**src/rtl/rob_ctrl.sv**
```systemverilog
// Purpose: circular reorder buffer that allocates in order, commits in order and walks back squashed entries.
// Latency: writeback is visible to commit one cycle later; a flush is followed by one walk cycle per younger entry.
// Backpressure: alloc_ready drops when the buffer is full, on the flush cycle and during the walk.
module rob_ctrl #(
    parameter int ROB_DEPTH = 16,
    parameter int TAG_W     = 4
) (
    input  logic             clk,
    input  logic             rst_n,
    input  logic             alloc_valid,
    output logic             alloc_ready,
    input  logic [4:0]       alloc_rd_log,
    input  logic [5:0]       alloc_rd_phys,
    input  logic [5:0]       alloc_rd_old_phys,
    input  logic             alloc_is_branch,
    input  logic [31:0]      alloc_pc,
    output logic [TAG_W-1:0] alloc_tag,
    input  logic             wb_valid,
    input  logic [TAG_W-1:0] wb_tag,
    input  logic             wb_mispredict,
    output logic             commit_valid,
    output logic [4:0]       commit_rd_log,
    output logic [5:0]       commit_rd_phys,
    output logic [5:0]       commit_old_phys,
    output logic [31:0]      commit_pc,
    output logic             flush,
    output logic [31:0]      flush_pc,
    output logic             squash_valid,
    output logic [5:0]       squash_rd_phys,
    output logic [TAG_W:0]   count
);
    typedef enum logic {RUN, WALK} state_t;

    typedef struct packed {
        logic [4:0]  rd_log;
        logic [5:0]  rd_phys;
        logic [5:0]  old_phys;
        logic        is_branch;
        logic [31:0] pc;
    } rob_entry_t;

    localparam logic [TAG_W:0] DEPTH_C = (TAG_W+1)'(ROB_DEPTH);
    localparam logic [TAG_W:0] ONE_C   = (TAG_W+1)'(1);

    rob_entry_t           ent [ROB_DEPTH];
    logic [ROB_DEPTH-1:0] ent_vld, ent_done, ent_misp;
    logic [TAG_W-1:0]     head, tail, tail_m1;
    state_t               state;
    logic                 out_en;
    logic                 alloc_fire;

    // out_en keeps alloc_ready low while reset is held, so every output reads 0 in reset.
    assign tail_m1      = tail - TAG_W'(1);
    assign commit_valid = (state == RUN) && ent_vld[head] && ent_done[head];
    assign flush        = commit_valid && ent_misp[head];
    assign alloc_ready  = out_en && (state == RUN) && (count != DEPTH_C) && !flush;
    assign alloc_fire   = alloc_valid && alloc_ready;
    assign alloc_tag    = tail;
    assign squash_valid = (state == WALK);

    assign commit_rd_log   = commit_valid ? ent[head].rd_log   : '0;
    assign commit_rd_phys  = commit_valid ? ent[head].rd_phys  : '0;
    assign commit_old_phys = commit_valid ? ent[head].old_phys : '0;
    assign commit_pc       = commit_valid ? ent[head].pc       : '0;
    assign flush_pc        = flush        ? ent[head].pc       : '0;
    assign squash_rd_phys  = squash_valid ? ent[tail_m1].rd_phys : '0;

    always_ff @(posedge clk) begin
        if (alloc_fire) begin
            ent[tail] <= '{rd_log:    alloc_rd_log,
                           rd_phys:   alloc_rd_phys,
                           old_phys:  alloc_rd_old_phys,
                           is_branch: alloc_is_branch,
                           pc:        alloc_pc};
        end
    end

    always_ff @(posedge clk or negedge rst_n) begin
        if (!rst_n) begin
            ent_vld  <= '0;
            ent_done <= '0;
            ent_misp <= '0;
            head     <= '0;
            tail     <= '0;
            count    <= '0;
            state    <= RUN;
            out_en   <= 1'b0;
        end else begin
            out_en <= 1'b1;
            case (state)
                RUN: begin
                    if (wb_valid && ent_vld[wb_tag]) begin
                        ent_done[wb_tag] <= 1'b1;
                        ent_misp[wb_tag] <= wb_mispredict && ent[wb_tag].is_branch;
                    end
                    if (alloc_fire) begin
                        ent_vld[tail]  <= 1'b1;
                        ent_done[tail] <= 1'b0;
                        ent_misp[tail] <= 1'b0;
                        tail           <= tail + 1'b1;
                    end
                    if (commit_valid) begin
                        ent_vld[head] <= 1'b0;
                        head          <= head + 1'b1;
                    end
                    case ({alloc_fire, commit_valid})
                        2'b10:   count <= count + 1'b1;
                        2'b01:   count <= count - 1'b1;
                        default: count <= count;
                    endcase
                    // Entries younger than the retiring branch must be walked back.
                    if (flush && (count > ONE_C))
                        state <= WALK;
                end
                WALK: begin
                    ent_vld[tail_m1] <= 1'b0;
                    tail             <= tail_m1;
                    count            <= count - 1'b1;
                    if (count == ONE_C)
                        state <= RUN;
                end
                default: state <= RUN;
            endcase
        end
    end
endmodule

```
**config.mk**
```make
export PLATFORM = sky130hd
export DESIGN_NAME = rob_ctrl
export DESIGN_NICKNAME = d
export VERILOG_FILES = /design/src/rtl/rob_ctrl.sv
export SDC_FILE = /design/constraint.sdc
export NUM_CORES = 1
export LEC_CHECK = 0
export BUFFER_PORTS_ARGS = -buffer_cell sky130_fd_sc_hd__buf_2
export CAP_MARGIN = 20
export CORE_ASPECT_RATIO = 0.5
export CORE_MARGIN = 5
export CORE_UTILIZATION = 40
export CTS_BUF_LIST = sky130_fd_sc_hd__clkbuf_4 sky130_fd_sc_hd__clkbuf_8
export CTS_CLUSTER_DIAMETER = 40
export DETAILED_ROUTE_END_ITERATION = 6
export PLACE_DENSITY = 0.57
export SLEW_MARGIN = 10
export SYNTH_ARGS = -nofsm -noshare
export SYNTH_HDL_FRONTEND = slang
export SYNTH_SLANG_ARGS = --single-unit
export TNS_END_PERCENT = 50
```
**constraint.sdc**
```tcl
create_clock -name clk -period 5.35 [get_ports clk]
set_input_delay 1.3375 -clock clk [delete_from_list [all_inputs] [get_ports clk]]
set_output_delay 1.3375 -clock clk [all_outputs]
set_load 0.02 [all_outputs]
```
==> results.cfg <==
[setup_path]
arrival_ps = 3740
startpoint = head[1]
criticalPathCategory = reg2out
worst_setup_path_start_kind = flip-flop
r2r_cells = 8
cp.required_ps = 4010
critPathMaxFanout = 55
cp-end-kind = primary output
ff2ff_setup_slack_ps = 1010
r2r_start = head[1]

[layout]
multi_input_area_um2 = 9097
nFillCells = 7272
seq_area_um2 = 25620
nNetsFinal = 1994
syn2layout_area_growth_pct = 14.99
fin_area_um2 = 40510
final_util_pct = 46.71
drive_above_1_share_pct = 36.42

[job]
cap_violations = 0

[global_routing]
gr-total-overflow = 0
grt_max_degree = 115
antenna_found_initial = 10
grt_pass1_vias = 18731
grt_util_all_layers_pct = 18.51
grt_pass1_wl_um = 128000

[power]
p_clk_share_pct = 27.0
p_total_uw = 20610
intPower_uw = 13910
p_comb_share_pct = 33.4
p_leak_uw = 0.01355
power_switching_uw = 6697
power_frac_seq_pct = 39.6
peakVddDrop_uv = 324.2
p_sw_share_pct = 32.50
power_density_nw_per_um2 = 508.7

[min_path]
hold_depth = 2
hold_path_class = reg2reg
min-delay-start = ent_done[7]

[clocking]
clk_pin_slew_ps = 70
clock-root-buffer = clkbuf_8
insertion_delay_ps = 790
holdBufCountCts = 0
cts.path.max_buffers = 3
cts_setup_buffers = 0
numCtsBuffers = 132
cts_tree = done
h-tree-depth = 4
clock-sinks = 863

[yosys]
synth_flop_cell = edfxtp_1
yosys_warnings = 0
yosysSeqAreaShare_pct = 72.67
syn_inst = 1680
synth_area_um2 = 35230
async_flop_share_pct = 7.300
postSynthAreaPerCell_um2 = 20.97
yosys_register_bits = 863
synth_nets = 1751
synth.distinct_cells = 56
synth-edff-count = 800

[timing]
period_needed_ps = 5075
tightest_slew_ps = 921.7
fmax_ghz = 0.1971
hold_violations = 0
post-route-period-util_pct = 94.86
drv_slew = 0
relSlewSlack_pct = 38.55
fin_tns_setup_ps = 0
fin_skew_ps = 38.77
rsz0062_at_grt = no
holdWs_ps = 500.8
setup_viol = 0

[floorplan]
core-area_um2 = 86720
dieArea_um2 = 94460
die_height_um = 219.8
pin_count = 159
dieWidth_um = 429.7
start_util_pct = 40.62
rows = 76

[place]
dp_hpwl_um = 47230
place_area_um2 = 37830
gp_congestion = 0.8095
portBuffers = 158

[route]
drtIter0Drc = 1731
antenna_left = 0
vias = 17920
avgRoutedWirePerCell_um = 27.04
viasPerCell = 5.595
drc = 0
first_pass_iters = 5
drt_wl_total_um = 86600

[status]
status = complete, no violations
==> power by group through the flow <==
stage	registers [µW]	logic [µW]	clock network (µW)
6_report	8160	6880	5570
5_1_grt	8200	7350	6060
3_3_place_gp	8300	6930	0
4_1_cts	8160	7000	5700
2_1_floorplan	8150	4910	0
3_5_place_dp	8290	6980	0
==> state kept, by name, summed over array words and instances (netlist names) <==
signal and cells:
alloc_tag 4, head 4, ent_misp 16, squash_valid 1, ent_done 16, ent 800, ent_vld 16, out_en 1
count 5
==> cells in the final DEF (no fill, tap or decap), types with 9 or more instances in the layout <==
cell,count
and2_1,9
mux2i_1,21
nand2_1,51
a22oi_1,10
nor3_1,10
buf_12,24
mux4_2,286
edfxtp_1,800
clkbuf_8,138
nor2b_1,43
buf_4,30
dfrtp_1,57
nor2_1,29
nand3_1,11
a31oi_1,9
buf_2,158
a21oi_1,13
clkinv_1,34
nand4_1,12
clkinv_2,15
ha_1,12
inv_1,26
clkbuf_4,40
a222oi_1,11
and3_1,61
==> per-stage QoR <==
stage / cells / worst slack, ps
3_3_place_gp: 2959 / 862.3
4_1_cts: 3199 / 154.5
6_report: 3203 / 275.2
5_1_grt: 3202 / 86.75
2_1_floorplan: 1680 / 886.1
3_5_place_dp: 2959 / 788.3
==> cell usage after synthesis, types with 2 or more instances <==
cell type  instances  area share (%)
edfxtp_1         800              68
mux4_2           286              18
and3_1            66             1.2
dfrtp_1           63             4.5
clkbuf_1          53            0.56
nand2_1           51            0.54
nor2b_1           43            0.76
inv_1             37            0.39
nor2_1            29            0.31
buf_2             25            0.36
mux2i_1           21            0.60
buf_1             19            0.20
a21oi_1           13            0.18
ha_1              12            0.43
nand3_1           12            0.17
nand4_1           12            0.21
a222oi_1          11            0.31
a22oi_1           10            0.21
nor3_1            10            0.14
a31oi_1            9            0.16
and2_1             9            0.16
nand2b_1           8            0.14
xnor2_1            8            0.20
a221oi_1           5            0.12
a311oi_1           5            0.12
o21a_1             5            0.11
xor2_1             5            0.12
a221o_1            4            0.11
buf_6              4            0.13
o21ai_0            4           0.057
o21ai_1            4           0.057
o22ai_1            4           0.071
nand3_2            3           0.085
a22o_1             2           0.050
a32o_1             2           0.057
buf_4              2           0.043
nor3b_1            2           0.043
o2bb2ai_1          2           0.050
or2_2              2           0.036
or3_1              2           0.036
==> what timing repair did <==
item | CTS | global route
endpoints found under the setup margin | 20 | 0
gates resized for setup | 1 | 0
hold endpoints to repair | 0 | 0
==> worst max-delay path: stages, from the launching register on <==
cell	delay, ps
dfrtp_4	620
mux2i_1	180
mux4_2	510
a2111oi_4	440
buf_4	680
and3_1	320
buf_2	180
==> routing by layer <==
metal	part of all wire, %	vias to the layer above	global-route usage (%)
met5	0	-	0
met3	6.3	160	4.024
met1	45	9539	26.45
met4	3.0	0	7.297
met2	46	671	28.01
li1	-	7550	-
==> final timing paths <==
path	end
max	commit_rd_phys[2]
min	ent_done[7]
max reg2reg	ent[5][41]
min reg2reg	ent_done[7]
max in group asynchronous	squash_valid
min in group asynchronous	ent_misp[11]
==> cells by family after synthesis <==
group	count (synthesis)	share of synthesized area, %
AO/OA/AOI/OAI	90	1.978
AND/OR/NAND/NOR	252	3.914
buffers and inverters	140	1.687
adder cells (fa/ha/maj)	12	0.4262
multiplexers	309	18.99
other	1	0.01065
XOR/XNOR	13	0.3232
flip-flops	863	72.67
==> cell type report <==
type / instances / share of cell area (%)
clock buffer: 178 / 5.430
inverter: 37 / 0.3954
timing repair buffer: 212 / 3.694
tap: 1170 / 3.614
antenna: 4 / 0.02471
multi-input combinational: 677 / 22.46
clock inverter: 62 / 1.140
sequential: 863 / 63.24
Note: power is estimated with default switching activity, not from simulation.
